[config.mk]
export PLATFORM = sky130hd
export DESIGN_NAME = imem_loader
export DESIGN_NICKNAME = d
export VERILOG_FILES = /design/src/rtl/imem_loader.sv
export SDC_FILE = /design/constraint.sdc
export NUM_CORES = 1
export LEC_CHECK = 0
export ABC_AREA = 1
export CAP_MARGIN = 20
export CORE_ASPECT_RATIO = 2
export CORE_MARGIN = 1.5
export CORE_UTILIZATION = 30
export CTS_BUF_LIST = sky130_fd_sc_hd__clkbuf_2 sky130_fd_sc_hd__clkbuf_4 sky130_fd_sc_hd__clkbuf_8
export CTS_CLUSTER_SIZE = 28
export DETAILED_ROUTE_END_ITERATION = 10
export GPL_TIMING_DRIVEN = 0
export PLACE_DENSITY = 0.57
export REMOVE_ABC_BUFFERS = 1
export SETUP_SLACK_MARGIN = 0.05
export SYNTH_ARGS = -nofsm -noshare
export SYNTH_HDL_FRONTEND = slang
export SYNTH_SLANG_ARGS = --single-unit
[constraint.sdc]
create_clock -name clk -period 2.5 [get_ports clk]
set_input_delay 0.625 -clock clk [delete_from_list [all_inputs] [get_ports clk]]
set_output_delay 0.625 -clock clk [all_outputs]
set_load 0.02 [all_outputs]
[src/rtl/imem_loader.sv]
// rtl/imem_loader.sv - byte-stream boot loader that fills the instruction memory word by word
// Holds the CPU in reset while little-endian byte quadruples are written as 32-bit words.
module imem_loader #(
   parameter int addr_ins_width = 32,
   parameter int memory_width   = 32,
   parameter int memory_height  = 512
) (
   input  logic                      clk,
   input  logic                      rst,
   input  logic                      start,
   input  logic [9:0]                word_count,
   input  logic                      byte_valid,
   input  logic [7:0]                byte_data,
   output logic                      byte_ready,
   output logic                      wr_en,
   output logic [addr_ins_width-1:0] wr_addr,
   output logic [memory_width-1:0]   wr_data,
   output logic                      busy,
   output logic                      done,
   output logic                      error,
   output logic                      cpu_hold
);

   typedef enum logic [1:0] {
      IDLE  = 2'd0,
      LOAD  = 2'd1,
      WRITE = 2'd2,
      DONE  = 2'd3
   } state_t;

   localparam logic [10:0] max_words = 11'(memory_height);

   state_t      state;
   logic [1:0]  byte_cnt;
   logic [9:0]  word_idx;
   logic [9:0]  last_idx;
   logic [23:0] asm_word;

   logic start_zero;
   logic start_big;

   assign start_zero = (word_count == 10'd0);
   assign start_big  = ({1'b0, word_count} > max_words);

   always_ff @(posedge clk) begin
      if (rst) begin
         state      <= IDLE;
         byte_cnt   <= 2'd0;
         word_idx   <= 10'd0;
         last_idx   <= 10'd0;
         asm_word   <= 24'd0;
         byte_ready <= 1'b0;
         wr_en      <= 1'b0;
         wr_addr    <= '0;
         wr_data    <= '0;
         busy       <= 1'b0;
         done       <= 1'b0;
         error      <= 1'b0;
         cpu_hold   <= 1'b0;
      end else begin
         case (state)
            IDLE, DONE: begin
               if (start) begin
                  if (start_zero) begin
                     state <= DONE;
                     done  <= 1'b1;
                     error <= 1'b0;
                  end else if (start_big) begin
                     state <= IDLE;
                     done  <= 1'b0;
                     error <= 1'b1;
                  end else begin
                     state      <= LOAD;
                     last_idx   <= word_count - 10'd1;
                     word_idx   <= 10'd0;
                     byte_cnt   <= 2'd0;
                     asm_word   <= 24'd0;
                     done       <= 1'b0;
                     error      <= 1'b0;
                     busy       <= 1'b1;
                     cpu_hold   <= 1'b1;
                     byte_ready <= 1'b1;
                  end
               end
            end

            // byte_ready is always high here, so byte_valid alone means acceptance
            LOAD: begin
               if (byte_valid) begin
                  byte_cnt <= byte_cnt + 2'd1;
                  case (byte_cnt)
                     2'd0: asm_word[7:0]   <= byte_data;
                     2'd1: asm_word[15:8]  <= byte_data;
                     2'd2: asm_word[23:16] <= byte_data;
                     2'd3: begin
                        wr_data    <= {byte_data, asm_word};
                        wr_addr    <= addr_ins_width'(word_idx);
                        wr_en      <= 1'b1;
                        byte_ready <= 1'b0;
                        state      <= WRITE;
                     end
                  endcase
               end
            end

            WRITE: begin
               wr_en <= 1'b0;
               if (word_idx == last_idx) begin
                  state    <= DONE;
                  done     <= 1'b1;
                  busy     <= 1'b0;
                  cpu_hold <= 1'b0;
               end else begin
                  state      <= LOAD;
                  word_idx   <= word_idx + 10'd1;
                  byte_ready <= 1'b1;
               end
            end

            default: state <= IDLE;
         endcase
      end
   end

endmodule

Yosys cells after proc, flatten, opt, wreduce, memory -nomap -nowiden
Index checks and enable logic that the tools add are counted.
{"block": "op_classes", "addsub": 3, "order_cmp": 1, "n_eq_ne": 17, "muxes": 43, "n_bitwise": 2, "n_reduce_logical": 20}
{"cell": "$mux 24", "n": 4}
{"cell": "$pmux 24 s2", "n": 1}
{"cell": "$mux 10", "n": 4}
{"cell": "$mux 8", "n": 3}
{"cell": "$reduce_and 6->1", "n": 4}
{"cell": "$pmux 10 s2", "n": 1}
{"cell": "$mux 2", "n": 9}
{"cell": "$mux 1", "n": 15}
{"cell": "$reduce_and 5->1", "n": 3}
{"cell": "$ne 2x2->1 const B", "n": 7}
{"cell": "$reduce_and 3->1", "n": 4}
{"cell": "$add 10x1->10 const B", "n": 1}
{"cell": "$eq 10x10->1", "n": 1}
{"cell": "$gt 10x10->1 const B", "n": 1}
{"cell": "$logic_not 10->1", "n": 1}
{"cell": "$sub 10x1->10 const B", "n": 1}
{"cell": "$eq 2x2->1 const B", "n": 4}
{"cell": "$ne 2x1->1 const B", "n": 3}
{"cell": "$pmux 1 s2", "n": 3}
{"cell": "$pmux 2 s3", "n": 1}
{"cell": "$reduce_bool 2->1", "n": 3}
{"cell": "$eq 2x1->1 const B", "n": 2}
{"cell": "$logic_not 2->1", "n": 2}
{"cell": "$pmux 2 s2", "n": 1}
{"cell": "other kinds (6)", "n": 7}
{"block": "word_totals", "ff_bits": 95, "in_bits": 22, "out_inout_bits": 70, "wordCells": 100}

Depth between registers and ports, before layout
{"block": "logic_depth", "ltp_word": 5, "depth_mapped": 13, "ltp_nobuf": 12}

Worst setup path before layout
OpenSTA, ideal clock, no wires.
{"block": "synth_timing", "kind": "input port to flip-flop", "from": "input word_count[0]", "to": "register asm_word[16]", "setup_ps": 70, "arrival_time_ps": 1818, "required_time_ps": 2430, "slack_ps": 612, "stages": 12, "path_buffers": 2, "cell_sequence": "inv_1 > ha_1 > nand2_1 > nor2_2 > nand3_2 > nand2_1 > nand2_1 > nand2_2 > buf_6 > buf_6 > nand4_1 > a21oi_1"}
{"block": "synth_via", "elab_chain_len": 3, "word_cells_on_any_way": 5, "classes_between": "1 x order compare; 2 x eq/ne; 2 x reduce/logical"}
{"element": "from (decl)", "line": "11", "rtl": "input logic [9:0] word_count,"}
{"element": "$gt 10x10->1 / $logic_not 10->1 (equally long branches)", "line": "43, 42"}
{"element": "$ne 2x2->1 (no line)"}
{"element": "$reduce_and 6->1 (no line) *"}
{"element": "to (signal assigned)", "line": "94", "rtl": "2'd2: asm_word[23:16] <= byte_data;"}
{"element": "to (decl)", "line": "37", "rtl": "logic [23:0] asm_word;"}
Mark *: on every way between the ends. The rest lies on a longest branch, timed or not.
A chain may end at the register's enable or synchronous reset.

Final worst setup path
{"block": "layout_timing", "from": "input word_count[0]", "to": "register asm_word[1]"}
The elaborated chain is that of the path after synthesis.

==> summary.txt <==
Setup path
  – Worst R2R Path Depth: 7
  – Crit path to: asm_word[1]$_SDFFE_PP0P_
  – Crit Path Class: in -> reg
  – Worst R2R Setup Slack: 230 ps
  – CP Capture Type: register
  – RR Endpoint: asm_word[1]$_SDFFE_PP0P_
  – R2R Path Start: state[0]$_SDFFE_PP0P_
  – WP data required: 2730 ps
  – Setup crit start kind: primary input
  – Crit. Startpoint: word_count[0]
  – CP Max Fanout: 15
  – Worst path arrival time: 2550 ps

Clocking
  – Clock sinks: 95
  – CTS tree: built
  – H-Tree Depth: 3
  – CTS root buffer: clkbuf_8
  – Clock buffer depth: 2
  – Reg clk slew, reported paths: 100 ps
  – Total CTS buffers: 9
  – Hold buffer count at CTS: 0
  – Worst-skew pair later-pin latency: 370 ps

Die
  – # IOs: 92
  – Number of cell rows: 63
  – Die extent in x: 89.80 µm
  – Starting density of the core: 30.67%
  – DIE AREA: 15860 µm²
  – Die H: 176.6 µm
  – Core area: 14740 µm²

Route
  – Via count: 4058
  – Drt pass-1 iters: 5
  – ANT nets after route: 0
  – Vias per cell: 4.565
  – # DRC: 0
  – First DRT Iteration DRCs: 148
  – Routed len/inst: 13.24 µm
  – Total wire length: 11.77 mm

Yosys
  – Syn Area/Cell: 7.119 µm²
  – Synth cell types: 25
  – Synthesized instance count: 635
  – Area share of the largest cell type after synthesis: 42.07%
  – Synth Warn #: 0
  – Synth area leaders: dfxtp_1 42%, a21oi_1 9.9%, nand2_1 8.6%, inv_1 7.1%, o21ai_0 6.4%
  – Post-synthesis sequential area ratio: 42.07%
  – Synthesized flop and latch total: 95
  – Leading area contributor after synthesis: dfxtp_1
  – Post-Syn Area: 4521 µm²

Timing
  – FMAX: 431.0 MHz
  – Final slew viol count: 0
  – Final hold vios: 0
  – Max_slew headroom: 41.48%
  – Final period utilization: 92.80%
  – Worst slew pin tran: 877.8 ps
  – Final critical-path required period: 2320 ps
  – Hold_ws: 446.6 ps
  – Setup Viol. Count Final: 0
  – Setup Skew: 12.73 ps
  – Unrepaired setup endpoints after global routing: true

Placement
  – Final HPWL DP: 8.043 mm
  – Global placement routability congestion: 0.7553
  – Area after DPL: 5210 µm²
  – Port bufs: 69

Layout
  – Ant. Diodes: 0
  – Area of the multi-input gates: 2141 µm²
  – Synthesis-to-layout area growth: 23.72%
  – Finished Cell Area: 5593 µm²
  – Register Area: 1902 µm²
  – Layout cells sized above 1: 7.637%
  – Nets@finish: 719
  – Fillers: 1576

Global route
  – Largest net degree at the start of global routing: 60
  – Initial antenna violation count: 0
  – GR Util All Layers: 14.94%
  – Global-route wire length before repair: 18.82 mm
  – Total grt overflow: 0
  – Vias in the first global route: 3818

Power and ir drop
  – Pwr dens: 878.4 nW/µm²
  – Peak VDD IR: 0.0003822 V
  – Leak pwr: 0.002125 µW

Worst hold path
  – HP Class: reg -> reg

Flow run
  – Max Cap Violations: 0

Status
  – Outcome: completed
-- how the worst min path moves through the flow --
stage / from / to / slack (ps) / depth (start not counted)
global placement: wr_addr[6]$_SDFFE_PP0P_ / wr_addr[6]$_SDFFE_PP0P_ / 430 / 2
global route: wr_addr[4]$_SDFFE_PP0P_ / wr_addr[4]$_SDFFE_PP0P_ / 470 / 2
detailed placement: wr_data[2]$_SDFFE_PP0P_ / wr_data[2]$_SDFFE_PP0P_ / 440 / 2
finish: wr_data[6]$_SDFFE_PP0P_ / wr_data[6]$_SDFFE_PP0P_ / 450 / 2
CTS: wr_data[2]$_SDFFE_PP0P_ / wr_data[2]$_SDFFE_PP0P_ / 450 / 2
floorplan: asm_word[0]$_SDFFE_PP0P_ / asm_word[0]$_SDFFE_PP0P_ / 430 / 2
-- cell usage after synthesis, drive strengths merged --
library cell    n
inv            93
buf            34
clkinv          1
or2             1
nor3            3
conb            1
nand3          33
dfxtp          95
a211oi          1
a21oi          89
clkbuf         20
xor2           12
nand4          26
nor2           54
ha              8
nand2         106
o21ai          58
-- layer usage --
metal / vias to the layer above / wire length, µm / track usage [%] / share of wire, %
met5: - / 0 / 0 / 0
met4: 0 / 243 / 6.548 / 2.1
met3: 16 / 413 / 2.412 / 3.5
met2: 96 / 6822 / 30.09 / 58
met1: 1838 / 4289 / 14.64 / 36
li1: 2108 / - / - / -
-- what timing repair did --
action / CTS / global route
buffers inserted: 1 / 4
setup endpoints to repair: 44 / 81
resized for setup: 6 / 13
gates cloned: 1 / 1
pin swaps: 2 / 3
-- cell usage in the layout (no fill, tap or decap), types with 2 or more instances in the layout --
| cell | netlist | routed |
|---|---|---|
| bufinv_16 | 0 | 2 |
| inv_1 | 86 | 85 |
| nand2_2 | 3 | 2 |
| clkinv_2 | 0 | 2 |
| dfxtp_1 | 95 | 95 |
| nand3_2 | 3 | 2 |
| clkdlybuf4s50_1 | 0 | 68 |
| a21oi_1 | 89 | 89 |
| inv_2 | 7 | 8 |
| ha_1 | 8 | 7 |
| o21ai_0 | 58 | 58 |
| conb_1 | 1 | 22 |
| nand2_1 | 103 | 102 |
| inv_6 | 0 | 2 |
| clkbuf_8 | 0 | 10 |
| nor2_2 | 4 | 5 |
| nand3_1 | 30 | 26 |
| nand2_4 | 0 | 2 |
| nand4_1 | 26 | 26 |
| nand3_4 | 0 | 6 |
| buf_4 | 25 | 5 |
| nor2_4 | 0 | 2 |
| nor3_1 | 3 | 3 |
| nor2_1 | 50 | 47 |
| xor2_1 | 12 | 12 |
-- where the power goes --
group | switching [µW] | leakage [µW] | internal [µW] | total [µW]
clock network | 571 | 0.000117 | 598 | 1170
logic | 1380 | 0.00124 | 569 | 1950
registers | 132 | 0.000769 | 1660 | 1790
total | 2080 | 0.00212 | 2830 | 4910
-- final cells by class --
type	instances	share of cell area (%)
inverter	94	6.331
timing repair buffer	74	12.93
clock inverter	6	1.633
tap	195	4.362
multi-input combinational	415	38.28
clock buffer	10	2.461
sequential	95	34.00
-- metrics by stage --
step | worst slack (ps) | total power [µW] | cells | util [%] | TNS [ps]
final | 180.0 | 4913 | 889 | 37.94 | 0
after global routing | 32.10 | 5257 | 889 | 37.94 | 0
after CTS | 86.98 | 4807 | 884 | 37.22 | 0
after detailed placement | -647.1 | 3562 | 866 | 35.35 | -23790
after global placement | -1968 | 3543 | 866 | 35.29 | -114930
after floorplan | -265.9 | 3031 | 602 | - | -11280
-- state kept, by name, indices dropped and copies added (netlist names) --
register / count
asm_word: 24
error: 1
last_idx: 10
word_idx: 10
wr_data: 32
byte_ready: 1
done: 1
wr_addr: 10
wr_en: 1
cpu_hold: 1
byte_cnt: 2
state: 2
-- worst max-delay path, cell delays in order --
cell	delay (ps)
clkdlybuf4s50_1	420
inv_1	120
ha_2	220
nand2_1	90
nor2_4	110
nand3_2	140
nand2_1	200
nand2_4	120
nand2_8	160
nand3_4	140
nand2_1	120
a21oi_1	60
-- logic make-up (layout without fill, tap and decap cells) --
logic type	Yosys count	count (layout)	share of synthesized area [%]
other cells	1	22	0.08295
xor+xnor	12	12	2.325
compound gates	148	148	16.44
buf+inv	148	184	15.14
flops	95	95	42.07
simple gates	223	225	21.73
fa+ha+maj	8	8	2.214
No activity file was read; power rests on OpenSTA's default activity.
